[src/rtl/text_overlay_ctrl.sv]
`default_nettype none
// ============================================================================
//  Module      : text_overlay_ctrl
//  Description : Draws a ROWS x COLS character text box over the VGA stream.
//                It addresses the message ROM from the pixel counters, turns
//                the returned character code into a font ROM address, picks
//                the font bit for the current pixel and keys TEXT_RGB over the
//                upstream colour. A frame-synchronous show/blink state machine
//                gates the overlay so it never changes mid-frame.
//  Revision    : 1.0 - initial release
// ----------------------------------------------------------------------------
//  Ports
//    clk                      pixel clock
//    rst_n                    asynchronous active-low reset
//    hcount_in / vcount_in    pixel position (11 bit)
//    hsync_in / vsync_in      sync inputs
//    hblnk_in / vblnk_in      blanking inputs
//    rgb_in                   upstream colour (12 bit)
//    show                     level request to display the text
//    char_yx                  message ROM address {row[3:0], col[3:0]}
//    char_code                message ROM data, 1 clk after char_yx
//    font_addr                font ROM address {char_code[6:0], line[3:0]}
//    font_pixels              font ROM data, 1 clk after font_addr, MSB left
//    hcount_out / vcount_out  counters delayed 5 clocks
//    hsync_out / vsync_out    syncs delayed 5 clocks
//    hblnk_out / vblnk_out    blanking delayed 5 clocks
//    rgb_out                  output colour, 5 clocks after the pixel
// ============================================================================
module text_overlay_ctrl #(
    parameter int          XPOS         = 336,
    parameter int          YPOS         = 300,
    parameter int          COLS         = 16,
    parameter int          ROWS         = 2,
    parameter int          BLINK_FRAMES = 30,
    parameter logic [11:0] TEXT_RGB     = 12'hFFF
) (
    input  logic        clk,
    input  logic        rst_n,
    input  logic [10:0] hcount_in,
    input  logic [10:0] vcount_in,
    input  logic        hsync_in,
    input  logic        vsync_in,
    input  logic        hblnk_in,
    input  logic        vblnk_in,
    input  logic [11:0] rgb_in,
    input  logic        show,
    output logic [7:0]  char_yx,
    input  logic [7:0]  char_code,
    output logic [10:0] font_addr,
    input  logic [7:0]  font_pixels,
    output logic [10:0] hcount_out,
    output logic [10:0] vcount_out,
    output logic        hsync_out,
    output logic        vsync_out,
    output logic        hblnk_out,
    output logic        vblnk_out,
    output logic [11:0] rgb_out
);

    // ------------------------------------------------------------------------
    // Constants
    // ------------------------------------------------------------------------
    localparam logic [11:0] c_XPOS  = 12'(XPOS);
    localparam logic [11:0] c_YPOS  = 12'(YPOS);
    localparam logic [11:0] c_BOX_W = 12'(COLS * 8);
    localparam logic [11:0] c_BOX_H = 12'(ROWS * 16);

    localparam bit          c_BLINK_EN   = (BLINK_FRAMES != 0);
    localparam logic [7:0]  c_BLINK_LAST = 8'((BLINK_FRAMES == 0) ? 0 : BLINK_FRAMES - 1);

    // Side-band vector carried down the pipeline:
    // {hcount[37:27], vcount[26:16], hsync[15], vsync[14], hblnk[13], vblnk[12], rgb[11:0]}
    localparam int c_SIDE_W  = 38;
    localparam int c_B_HBLNK = 13;
    localparam int c_B_VBLNK = 12;

    // Per-pixel control carried to stage 5: {draw_en, in_box, xoff[2:0]}
    localparam int c_CTL_W = 5;

    // ------------------------------------------------------------------------
    // Show/blink state machine
    // ------------------------------------------------------------------------
    typedef enum logic [1:0] {
        ST_HIDDEN = 2'd0,
        ST_ON     = 2'd1,
        ST_OFF    = 2'd2
    } state_t;

    state_t      state_q, state_d;
    logic [7:0]  frame_cnt_q, frame_cnt_d;
    logic        vblnk_prev_q;
    logic        w_frame_evt;
    logic [7:0]  w_cnt_inc;
    logic        w_draw_en;

    // A frame event is the rising edge of vblnk_in; since it always falls in
    // vertical blanking, the overlay state can only change between frames.
    assign w_frame_evt = vblnk_in & ~vblnk_prev_q;
    assign w_cnt_inc   = (frame_cnt_q == 8'hFF) ? frame_cnt_q : frame_cnt_q + 8'd1;
    assign w_draw_en   = (state_q == ST_ON);

    always_ff @(posedge clk or negedge rst_n) begin
        if (!rst_n) begin
            state_q      <= ST_HIDDEN;
            frame_cnt_q  <= 8'd0;
            vblnk_prev_q <= 1'b0;
        end else begin
            state_q      <= state_d;
            frame_cnt_q  <= frame_cnt_d;
            vblnk_prev_q <= vblnk_in;
        end
    end

    always_comb begin
        state_d     = state_q;
        frame_cnt_d = frame_cnt_q;
        if (w_frame_evt) begin
            case (state_q)
                ST_HIDDEN: begin
                    if (show) begin
                        state_d     = ST_ON;
                        frame_cnt_d = 8'd0;
                    end
                end
                ST_ON: begin
                    if (!show) begin
                        state_d = ST_HIDDEN;
                    end else if (c_BLINK_EN && (frame_cnt_q == c_BLINK_LAST)) begin
                        state_d     = ST_OFF;
                        frame_cnt_d = 8'd0;
                    end else begin
                        frame_cnt_d = w_cnt_inc;
                    end
                end
                ST_OFF: begin
                    if (!show) begin
                        state_d = ST_HIDDEN;
                    end else if (frame_cnt_q == c_BLINK_LAST) begin
                        state_d     = ST_ON;
                        frame_cnt_d = 8'd0;
                    end else begin
                        frame_cnt_d = w_cnt_inc;
                    end
                end
                default: begin
                    state_d     = ST_HIDDEN;
                    frame_cnt_d = 8'd0;
                end
            endcase
        end
    end

    // ------------------------------------------------------------------------
    // Stage 1 address generation
    // ------------------------------------------------------------------------
    logic [11:0] w_relx;
    logic [11:0] w_rely;
    logic        w_in_box;

    assign w_relx = {1'b0, hcount_in} - c_XPOS;
    assign w_rely = {1'b0, vcount_in} - c_YPOS;

    // Negative offsets wrap to values >= 2048 in 12 bits, far above any legal
    // box size, so one unsigned compare rejects both sides of each axis.
    assign w_in_box = (w_relx < c_BOX_W) && (w_rely < c_BOX_H);

    // ------------------------------------------------------------------------
    // Pipeline registers
    // ------------------------------------------------------------------------
    logic [c_SIDE_W-1:0] w_side_in;
    logic [c_SIDE_W-1:0] side_q [1:4];
    logic [c_CTL_W-1:0]  ctl_q  [1:4];
    logic [7:0]          char_yx_q;
    logic [3:0]          line1_q;
    logic [3:0]          line2_q;
    logic [10:0]         font_addr_q;
    logic [25:0]         tim_out_q;
    logic [11:0]         rgb_out_q;

    assign w_side_in = {hcount_in, vcount_in, hsync_in, vsync_in, hblnk_in, vblnk_in, rgb_in};

    // Stage 4 view: font_pixels belongs to the pixel held in side_q[4]/ctl_q[4]
    logic       w_s4_blank;
    logic       w_s4_draw;
    logic       w_s4_in_box;
    logic [2:0] w_s4_xoff;
    logic       w_font_bit;
    logic       w_text_px;

    assign w_s4_blank  = side_q[4][c_B_HBLNK] | side_q[4][c_B_VBLNK];
    assign w_s4_draw   = ctl_q[4][4];
    assign w_s4_in_box = ctl_q[4][3];
    assign w_s4_xoff   = ctl_q[4][2:0];
    assign w_font_bit  = font_pixels[3'd7 - w_s4_xoff];
    assign w_text_px   = w_s4_draw & w_s4_in_box & ~w_s4_blank & w_font_bit;

    // The ROM ignores bit 7 of the character code; tie it off explicitly.
    logic w_unused_code_msb;
    assign w_unused_code_msb = char_code[7];

    always_ff @(posedge clk or negedge rst_n) begin
        if (!rst_n) begin
            char_yx_q   <= 8'h00;
            line1_q     <= 4'd0;
            line2_q     <= 4'd0;
            font_addr_q <= 11'd0;
            for (int i = 1; i <= 4; i++) begin
                side_q[i] <= '0;
                ctl_q[i]  <= '0;
            end
            tim_out_q   <= '0;
            rgb_out_q   <= 12'h000;
        end else begin
            // Stage 1: message ROM address and per-pixel control
            char_yx_q <= w_in_box ? {w_rely[7:4], w_relx[6:3]} : 8'h00;
            line1_q   <= w_rely[3:0];
            side_q[1] <= w_side_in;
            // draw_en is sampled with the pixel so every pixel of a frame sees
            // the same overlay state regardless of pipeline position.
            ctl_q[1]  <= {w_draw_en, w_in_box, w_relx[2:0]};

            // Stage 2: char_code arrives from the ROM; only re-time the line
            line2_q <= line1_q;

            // Stage 3: font address
            font_addr_q <= {char_code[6:0], line2_q};

            for (int i = 2; i <= 4; i++) begin
                side_q[i] <= side_q[i-1];
                ctl_q[i]  <= ctl_q[i-1];
            end

            // Stage 5: colour key and output timing
            tim_out_q <= side_q[4][c_SIDE_W-1:12];
            rgb_out_q <= w_text_px ? TEXT_RGB : side_q[4][11:0];
        end
    end

    // ------------------------------------------------------------------------
    // Outputs
    // ------------------------------------------------------------------------
    assign char_yx   = char_yx_q;
    assign font_addr = font_addr_q;
    assign {hcount_out, vcount_out, hsync_out, vsync_out, hblnk_out, vblnk_out} = tim_out_q;
    assign rgb_out   = rgb_out_q;

endmodule
`default_nettype wire

[config.mk]
export PLATFORM = sky130hd
export DESIGN_NAME = text_overlay_ctrl
export DESIGN_NICKNAME = d
export VERILOG_FILES = /design/src/rtl/text_overlay_ctrl.sv
export SDC_FILE = /design/constraint.sdc
export NUM_CORES = 1
export LEC_CHECK = 0
export BUFFER_PORTS_ARGS = -buffer_cell sky130_fd_sc_hd__buf_2
export CAP_MARGIN = 5
export CORE_MARGIN = 2
export CORE_UTILIZATION = 34
export DETAILED_ROUTE_END_ITERATION = 8
export SLEW_MARGIN = 30
export SYNTH_ARGS = -nofsm -noshare
export SYNTH_HDL_FRONTEND = slang
export SYNTH_SLANG_ARGS = --single-unit
[constraint.sdc]
create_clock -name clk -period 2.6 [get_ports clk]
set_clock_uncertainty 0.2 [all_clocks]
set_input_delay 0.39 -clock clk [delete_from_list [all_inputs] [get_ports clk]]
set_output_delay 0.39 -clock clk [all_outputs]
set_load 0.005 [all_outputs]
==> results.cfg, run 1 <==
[sta]
timing.final.crit_period_ns = 2.23
rsz_0062_raised_after_global_routing = false
totalNegativeSetupSlack_ns = 0
post-route-period-util_pct = 85.6
number_of_slew_limit_violations_in_the_final_report = 0
timing.max_slew.rel_slack_pct = 54.1
timing.fmax_mhz = 449
worst-slew-pin-transition_ns = 0.683
setup_viol = 0
hold_violations = 0
worst_setup_slack_after_layout_ns = 0.374

[clock_network]
clk_pin_slew_worst_paths_ns = 0.06
cts_buffers = 24
clk-insertion-delay-late_ns = 0.50
cts.root.buffer_cell = sky130_fd_sc_hd__clkbuf_16
cts_sinks = 229
cts_max_path_buffers = 3
post_cts_resized = 0
cts.htree.levels = 1
cts_tree = done

[place]
io_buffer_count = 112
dp_cells = 692
pre_cts_slack_ns = 0.403
gp_congestion = 0.743
dp.final_hpwl_mm = 6.31

[power]
power.total_mw = 8.20
pwr_density_cell_nw_per_um2 = 936
switching_share_pct = 21.9
switching_power_mw = 1.79
internal-power_mw = 6.41
leakage_nw = 4.13
combinationalPowerShare_pct = 7.8
irDropWorstVdd_mv = 0.453
p_clk_share_pct = 43.9
seq_power_share_pct = 48.4

[worst_setup_path]
setup.worst_path.class = reg2reg
end_kind = register
cp.arrival_ns = 2.41
crit_fanout = 5
cp-start-kind = register
worstPathRequired_ns = 2.79

[synthesis]
synth_edf_count = 0
synth_seq_cells = 229
yosys.area.top_type = sky130_fd_sc_hd__dfrtp_1
async_flop_share_pct = 100
synth-seq-area-share_pct = 87.7
synth_area_per_cell_um2 = 19.0
synth_top_flop_cell = sky130_fd_sc_hd__dfrtp_1
synth_largest_type_area_fraction_pct = 87.7
synth.lib_cells_used.distinct = 42
synth.area.top_cells = sky130_fd_sc_hd__dfrtp_1 88%, sky130_fd_sc_hd__ha_1 1.5%, sky130_fd_sc_hd__or2_1 0.96%
mappedNetlistArea_um2 = 6540
syn_inst = 344
synth_top_cells_by_count = 229 x sky130_fd_sc_hd__dfrtp_1, 12 x sky130_fd_sc_hd__inv_1, 10 x sky130_fd_sc_hd__nor2_1, 10 x sky130_fd_sc_hd__or2_1, 8 x sky130_fd_sc_hd__ha_1
most_frequent_cell_after_synthesis = sky130_fd_sc_hd__dfrtp_1
yosys_warnings = 0

[routing]
drt.antenna.violating_nets = 0
drt_first_pass_iters = 4
routed_via_density = 4.21
drt_iter0_markers = 180
num_vias = 3297
wire_length_per_cell_after_detailed_routing_um = 13.2
drc = 0
detail_route.wirelength_mm = 10.3

[die]
top_level_ports = 114
design.die.area_um2 = 20300
initial_utilization_pct = 34.8
die_height_um = 143
dieWidth_um = 143
fp-row-count = 50
coreArea_um2 = 18800

[layout]
flow.area_growth_from_synthesis_pct = 34.1
post_route_cells_drive_above_1_share_pct = 29.4
finalCoreUtilization_pct = 46.7
design.final.nets = 596
fin_cells = 783

[global_routing]
aggregate_global_routing_overflow = 0
antenna_found_initial = 0
grt_use_total_pct = 10.5
grt_pass1_vias = 3486
largest_net_degree_at_the_start_of_global_routing = 77
grt_first_pass_wirelength_mm = 17.1

[status]
status = finished, final reports clean

[job]
max_cap_viol_count = 0

[worst_hold_path]
timing.hold.worst.class = reg2reg
==> through the flow <==
stage                     cell area, um2  hold slack [ns]
after floorplan                     6540           -0.106
after global placement              7430            0.131
after detailed placement            7430            0.135
after CTS                           8760            0.144
after global routing                8760            0.144
final                               8760            0.142
==> power by group through the flow <==
| stage | clock network, mW | registers, mW | logic (mW) |
|---|---|---|---|
| 2_1_floorplan | 0 | 3.99 | 0.327 |
| 3_3_place_gp | 0 | 4.01 | 0.545 |
| 3_5_place_dp | 0 | 4.03 | 0.584 |
| 4_1_cts | 3.72 | 3.97 | 0.641 |
| 5_1_grt | 3.87 | 3.99 | 0.729 |
| 6_report | 3.60 | 3.97 | 0.636 |
==> per-layer routing <==
layer | track usage [%] | vias up | share of wire (%)
li1 | - | 1504 | -
met1 | 12.9 | 1650 | 42
met2 | 17.3 | 115 | 49
met3 | 2.68 | 28 | 6.3
met4 | 4.79 | 0 | 3.2
met5 | 0 | - | 0
==> cell usage in the layout (no fill, tap or decap), types with 3 or more instances in the layout <==
master	synthesis	final
sky130_fd_sc_hd__dfrtp_1	229	229
sky130_fd_sc_hd__buf_2	0	111
sky130_fd_sc_hd__dlygate4sd3_1	0	47
sky130_fd_sc_hd__clkbuf_16	0	24
sky130_fd_sc_hd__inv_1	12	12
sky130_fd_sc_hd__or2_1	10	10
sky130_fd_sc_hd__nor2_1	10	10
sky130_fd_sc_hd__ha_1	8	8
sky130_fd_sc_hd__nand2_1	6	6
sky130_fd_sc_hd__nand3_1	5	5
sky130_fd_sc_hd__bufinv_16	0	5
sky130_fd_sc_hd__o21ai_0	4	4
sky130_fd_sc_hd__nor3_1	4	4
sky130_fd_sc_hd__clkbuf_1	0	4
sky130_fd_sc_hd__mux2i_1	3	3
sky130_fd_sc_hd__and2_1	3	3
sky130_fd_sc_hd__nor4b_1	3	3
sky130_fd_sc_hd__nor2b_1	3	3
sky130_fd_sc_hd__nor3b_1	3	3
sky130_fd_sc_hd__a21oi_1	3	3
sky130_fd_sc_hd__conb_1	1	3
sky130_fd_sc_hd__clkbuf_8	0	3
sky130_fd_sc_hd__clkinv_2	0	3
==> sequential cells by signal, summed over array words and instances, names as in the netlist <==
name         flops
tim_out_q       26
ctl_q           20
line1_q          4
char_yx          8
font_addr       11
rgb_out         12
frame_cnt_q      8
side_q         134
state_q          2
line2_q          4
==> cells by family after synthesis <==
group,share of synthesized area (%)
adders and majority gates,1.53
AOI/OAI and AO/OA,2.68
and+or+nand+nor,5.26
other,0.0574
buffers and inverters,1.09
muxes,1.44
xor gates and xnor gates,0.268
DFF,87.7
==> what timing repair did <==
action                                 in CTS  in global routing
setup buffers                               0                  0
endpoints found under the hold margin     124                  0
hold buffers                               47                  0
==> worst max-delay path: stages, from the launching register on <==
cell	delay, ns
sky130_fd_sc_hd__dfrtp_1	0.43
sky130_fd_sc_hd__inv_1	0.11
sky130_fd_sc_hd__ha_1	0.13
sky130_fd_sc_hd__nor4b_1	0.55
sky130_fd_sc_hd__a21oi_1	0.15
sky130_fd_sc_hd__nor2_1	0.20
sky130_fd_sc_hd__mux2_2	0.36
==> final cells by class <==
| cell class | count | area [um2] |
|---|---|---|
| antenna | 1 | 2.50 |
| clock buffer | 31 | 657 |
| clock inverter | 12 | 205 |
| fill | 1590 | 10000 |
| inverter | 12 | 45.0 |
| multi-input combinational | 102 | 742 |
| sequential | 229 | 5730 |
| tap | 234 | 293 |
| timing repair buffer | 162 | 1090 |
==> final timing paths <==
kind / from / endpoint / slack [ns] / depth (start not counted)
max: frame_cnt_q[1] / state_q[0] / 0.37 / 6
min: side_q[53] / side_q[15] / 0.14 / 0
max reg2reg: frame_cnt_q[1] / state_q[0] / 0.37 / 6
min reg2reg: side_q[53] / side_q[15] / 0.14 / 0
max in group asynchronous: rst_n / frame_cnt_q[6] / 1.18 / 3
min in group asynchronous: rst_n / char_yx[5] / 0.26 / 2
No activity file was read; power rests on OpenSTA's default activity.
==> run 2: changes to the inputs <==
--- a/config.mk
+++ b/config.mk
@@ -8,8 +8,9 @@
 export BUFFER_PORTS_ARGS = -buffer_cell sky130_fd_sc_hd__buf_2
 export CAP_MARGIN = 5
 export CORE_MARGIN = 2
-export CORE_UTILIZATION = 34
+export CORE_UTILIZATION = 25
 export DETAILED_ROUTE_END_ITERATION = 8
+export HOLD_SLACK_MARGIN = 0.02
 export SLEW_MARGIN = 30
 export SYNTH_ARGS = -nofsm -noshare
 export SYNTH_HDL_FRONTEND = slang
==> run 2 against run 1 <==
Effect of this change:
- core utilization decreased by 12 points
- critical path depth unchanged
- count of clock-buffer cells in the layout increased by 6
- global-route usage decreased by 2.2 points
- total power increased by 2.1%
- cell area increased by 2.5%
- setup slack improved by 0.027 ns
- cell count increased by 14%
- hold slack got worse by 0.0030 ns
- maximum frequency increased by 1.2%
- non-clock buffer count increased by 4
- sequential cell count unchanged
==> results.cfg, run 2 (synthesis gave the netlist of run 1 again) <==
[clock_network]
cts.repair_timing.setup_buffer_count = 0
cts_sinks = 229
clk_pin_slew_worst_paths_ns = 0.06
cts.htree.levels = 1
cts_buffers = 26
cts_max_path_buffers = 3
clk-insertion-delay-late_ns = 0.51
cts.root.buffer_cell = sky130_fd_sc_hd__clkbuf_16
cts_tree = done

[routing]
drt_first_pass_iters = 4
wire_length_per_cell_after_detailed_routing_um = 12.4
drc = 0
drt.antenna.violating_nets = 0
drt_iter0_markers = 168
routed_via_density = 3.74
detail_route.wirelength_mm = 11.0
num_vias = 3326

[sta]
setup_viol = 0
timing.max_slew.rel_slack_pct = 61.0
timing.final.crit_period_ns = 2.20
worst-slew-pin-transition_ns = 0.577
rsz_0062_raised_after_global_routing = false
totalNegativeSetupSlack_ns = 0
post-route-period-util_pct = 84.6
hold_violations = 0
tightest_hold_margin_ns = 0.139
number_of_slew_limit_violations_in_the_final_report = 0
timing.fmax_mhz = 455

[layout]
layout.filler_cells = 2467
largest_reg_flops = 134
seq_area_um2 = 5730
final_cell_mix = 229 x sky130_fd_sc_hd__dfrtp_1, 111 x sky130_fd_sc_hd__buf_2, 47 x sky130_fd_sc_hd__dlygate4sd3_1
top_register = side_q
flow.area_growth_from_synthesis_pct = 37.5
layout.cells.most_common = sky130_fd_sc_hd__dfrtp_1
reg_top3 = side_q: 134 flops, tim_out_q: 26 flops, ctl_q: 20 flops
num_antenna_cells = 0
post_route_cells_drive_above_1_share_pct = 30.5
finalInstanceArea_um2 = 8990
design.final.nets = 602
multi_input_area_um2 = 742
finalCoreUtilization_pct = 34.8

[power]
power.total_mw = 8.37
irDropWorstVdd_mv = 0.408
leakage_nw = 4.18
pwr_density_cell_nw_per_um2 = 931

[die]
initial_utilization_pct = 25.3
die_height_um = 166
design.die.area_um2 = 27500
dieWidth_um = 166
coreArea_um2 = 25800
fp-row-count = 59
top_level_ports = 114

[global_routing]
largest_net_degree_at_the_start_of_global_routing = 74
grt_use_total_pct = 8.29
grt_first_pass_wirelength_mm = 18.6
antenna_found_initial = 0
grt_pass1_vias = 3590
aggregate_global_routing_overflow = 0

[status]
status = finished, final reports clean

[worst_setup_path]
cp-start-kind = register
regToRegSetupSlack_ns = 0.40
setup.worst_path.class = reg2reg
worstPathRequired_ns = 2.79
crit_fanout = 5
end_kind = register
cp.arrival_ns = 2.39

[worst_hold_path]
timing.hold.worst.class = reg2reg

[place]
instance_area_after_placement_um2 = 7600
dp.final_hpwl_mm = 6.95
gp_congestion = 0.759
io_buffer_count = 112

[job]
max_cap_viol_count = 0
[run 2: changes by cell type in the layout (fill, tap and decap cells not counted), moves of 2 or more]
cell,before,now
sky130_fd_sc_hd__clkinv_2,3,1
sky130_fd_sc_hd__buf_4,1,4
sky130_fd_sc_hd__bufinv_16,5,3
sky130_fd_sc_hd__clkbuf_16,24,27
sky130_fd_sc_hd__clkbuf_8,3,7
sky130_fd_sc_hd__clkinv_4,0,2
[run 2: worst max-delay path, stage by stage, from the launching register on]
cell                      delay (ns)
sky130_fd_sc_hd__dfrtp_1        0.43
sky130_fd_sc_hd__inv_1          0.09
sky130_fd_sc_hd__ha_1           0.15
sky130_fd_sc_hd__nor4b_1        0.49
sky130_fd_sc_hd__a21oi_1        0.14
sky130_fd_sc_hd__nor2_1         0.22
sky130_fd_sc_hd__mux2_2         0.36
[run 2: path summary, 6_finish.rpt]
path / startpoint / to / depth (start not counted)
worst max-delay path: frame_cnt_q[1] / state_q[0] / 6
max in group asynchronous: rst_n / tim_out_q[25] / 3
min in group asynchronous: rst_n / tim_out_q[15] / 2
worst min-delay path: side_q[70] / side_q[32] / 0
worst min register to register: side_q[70] / side_q[32] / 0
worst max register to register: frame_cnt_q[1] / state_q[0] / 6
[run 2: per-stage QoR]
| stage | cells | setup slack, ns |
|---|---|---|
| final | 890 | 0.401 |
| after global routing | 890 | 0.227 |
| after CTS | 890 | 0.434 |
| after detailed placement | 797 | 0.443 |
| after global placement | 797 | 0.506 |
| after floorplan | 346 | 0.717 |
[run 2: per-layer routing]
metal	GRT usage (%)	wire length, um	vias up
met1	10.3	4600	1674
met4	2.91	335	0
met3	2.68	690	26
met2	13.6	5420	107
li1	-	-	1519
met5	0	0	-
[run 2: cell type report]
cell class	count	area share, %
multi-input cells	102	8.26
clock inverters	9	1.50
repair buffers	166	12.6
flip-flops and latches	229	63.8
well taps	335	4.66
clock buffers	37	8.72
inverters	12	0.501
[run 2: what timing repair did]
action	in CTS	in global routing
hold buffers	47	0
resized for setup	0	0
endpoints found under the hold margin	120	0
[run 2: where the power goes]
part	leakage [nW]	switching, mW	internal, mW
sequential	2.70	0.135	3.83
combinational	1.04	0.343	0.300
clock	0.442	1.38	2.39
==> run 3: changes to the inputs <==
==> constraint.sdc (replaced) <==
create_clock -name clk -period 1.9 [get_ports clk]
set_clock_uncertainty 0.2 [all_clocks]
set_input_delay 0.285 -clock clk [delete_from_list [all_inputs] [get_ports clk]]
set_output_delay 0.285 -clock clk [all_outputs]
set_load 0.005 [all_outputs]
==> run 3 against run 2 <==
Effect of this change:
- setup slack worse by 0.39 ns
- non-clock buffer count rose by 15
- count of clock-buffer cells in the layout down 6
- core utilization rose by 0.61 points
- largest power group unchanged
- largest cell class unchanged
- sequential power rose by 37%
- global-route usage about the same
- sequential cell count is the same
- sequential share of layout area is 1.1 points lower
- via count rose by 0.93%
- highest routed layer unchanged
- die area stayed put
- total power up 41%
- hold slack worse by 0.023 ns
==> results.cfg, run 3 (synthesis gave the netlist of run 1 again) <==
[worst_setup_path]
crit_fanout = 4
worstPathRequired_ns = 2.09
cp.arrival_ns = 2.07
setup.worst_path.class = reg2reg
cp-start-kind = register
end_kind = register

[die]
coreArea_um2 = 25800
die_height_um = 166
initial_utilization_pct = 25.3
top_level_ports = 114
dieWidth_um = 166
fp-row-count = 59
design.die.area_um2 = 27500

[clock_network]
cts.root.buffer_cell = sky130_fd_sc_hd__clkbuf_16
clk_pin_slew_worst_paths_ns = 0.06
clk-insertion-delay-late_ns = 0.50
cts_sinks = 229
cts_max_path_buffers = 3
cts_tree = done
cts_buffers = 25
cts.htree.levels = 1

[sta]
timing.final.crit_period_ns = 1.89
timing.max_slew.rel_slack_pct = 66.5
worst-slew-pin-transition_ns = 0.499
setup_viol = 0
rsz_0062_raised_after_global_routing = true
post-route-period-util_pct = 99.2
totalNegativeSetupSlack_ns = 0
timing.fmax_mhz = 530
hold_violations = 0
number_of_slew_limit_violations_in_the_final_report = 0
tightest_hold_margin_ns = 0.116

[status]
status = finished, final reports clean

[power]
leakage_nw = 4.25
pwr_density_cell_nw_per_um2 = 1290
power.total_mw = 11.8
irDropWorstVdd_mv = 0.562

[place]
dp_cells = 810
dp.final_hpwl_mm = 7.02
gp_congestion = 0.812
io_buffer_count = 112

[layout]
post_route_cells_drive_above_1_share_pct = 33.7
final_cell_mix = 229 x sky130_fd_sc_hd__dfrtp_1, 111 x sky130_fd_sc_hd__buf_2, 47 x sky130_fd_sc_hd__dlygate4sd3_1
reg_top3 = side_q: 134 flops, tim_out_q: 26 flops, ctl_q: 20 flops
largest_reg_flops = 134
layout.cells.most_common = sky130_fd_sc_hd__dfrtp_1
design.final.nets = 616
top_register = side_q
layout.filler_cells = 2437
seq_area_um2 = 5730
num_antenna_cells = 0
flow.area_growth_from_synthesis_pct = 39.9
fin_cells = 902
multi_input_area_um2 = 806

[routing]
drt.antenna.violating_nets = 0
num_vias = 3357
routed_via_density = 3.72
detail_route.wirelength_mm = 11.0
drc = 0
drt_iter0_markers = 158
drt_first_pass_iters = 4
wire_length_per_cell_after_detailed_routing_um = 12.2

[global_routing]
grt_use_total_pct = 8.32
grt_first_pass_wirelength_mm = 18.8
grt_pass1_vias = 3725
largest_net_degree_at_the_start_of_global_routing = 62
aggregate_global_routing_overflow = 0
antenna_found_initial = 0

[worst_hold_path]
timing.hold.worst.class = in2async

[job]
max_cap_viol_count = 0
## run 3: cell count changes in the layout (fill, tap and decap cells not counted), moves of 3 or more
| cell | before | now |
|---|---|---|
| sky130_fd_sc_hd__buf_4 | 4 | 20 |
| sky130_fd_sc_hd__bufinv_16 | 3 | 7 |
| sky130_fd_sc_hd__clkbuf_8 | 7 | 2 |
| sky130_fd_sc_hd__ha_1 | 8 | 5 |
## run 3: area by class of cell
class                   count  share of cell area, %
clock buffers              31                   7.31
clock inverters            12                   2.68
inverters                  12                  0.493
multi-input cells         102                   8.81
flip-flops and latches    229                   62.7
well taps                 335                   4.58
repair buffers            181                   13.5
## run 3: worst max-delay path: stages (launching register included)
cell	delay, ns
sky130_fd_sc_hd__dfrtp_1	0.41
sky130_fd_sc_hd__buf_4	0.15
sky130_fd_sc_hd__ha_1	0.22
sky130_fd_sc_hd__o21ai_0	0.19
sky130_fd_sc_hd__a21oi_1	0.06
sky130_fd_sc_hd__nor2_1	0.17
sky130_fd_sc_hd__mux2_2	0.36
## run 3: stage by stage
| stage | instance area, um2 | util [%] | worst slack (ns) |
|---|---|---|---|
| 6_report | 9150 | 35.4 | 0.0145 |
| 5_1_grt | 9150 | 35.4 | -0.0257 |
| 4_1_cts | 9080 | 35.1 | -0.0354 |
| 3_5_place_dp | 7680 | 29.7 | -0.0543 |
| 3_3_place_gp | 7680 | 29.7 | -0.0296 |
| 2_1_floorplan | 6540 | - | 0.0172 |
## run 3: timing repair
item                                   CTS  global route
hold buffers                            47             0
setup endpoints to repair               15            12
pin swaps                                2             5
gates resized for setup                  5            11
endpoints found under the hold margin  283             0
setup buffers                            0             3
## run 3: report_power, final
group	switching, mW	internal (mW)	total, mW
clock network	1.84	3.44	5.27
registers	0.181	5.24	5.42
logic	0.545	0.550	1.09
total	2.56	9.22	11.8
## run 3: metal layers
layer	GRT usage, %	wire (um)	vias up
met1	10.5	4570	1687
met2	13.7	5450	101
met5	0	0	-
met3	2.39	678	25
li1	-	-	1544
met4	2.87	342	0
## run 3: path summary, 6_finish.rpt
path,end,cells past startpoint,startpoint,slack (ns)
worst min register to register,tim_out_q[11],0,side_q[23],0.14
min in group clk,tim_out_q[11],0,side_q[23],0.14
worst max register to register,state_q[0],6,state_q[0],0.01
worst min-delay path,font_addr[6],2,rst_n,0.12
max in group asynchronous,side_q[116],3,rst_n,0.76
worst max-delay path,state_q[0],6,state_q[0],0.01
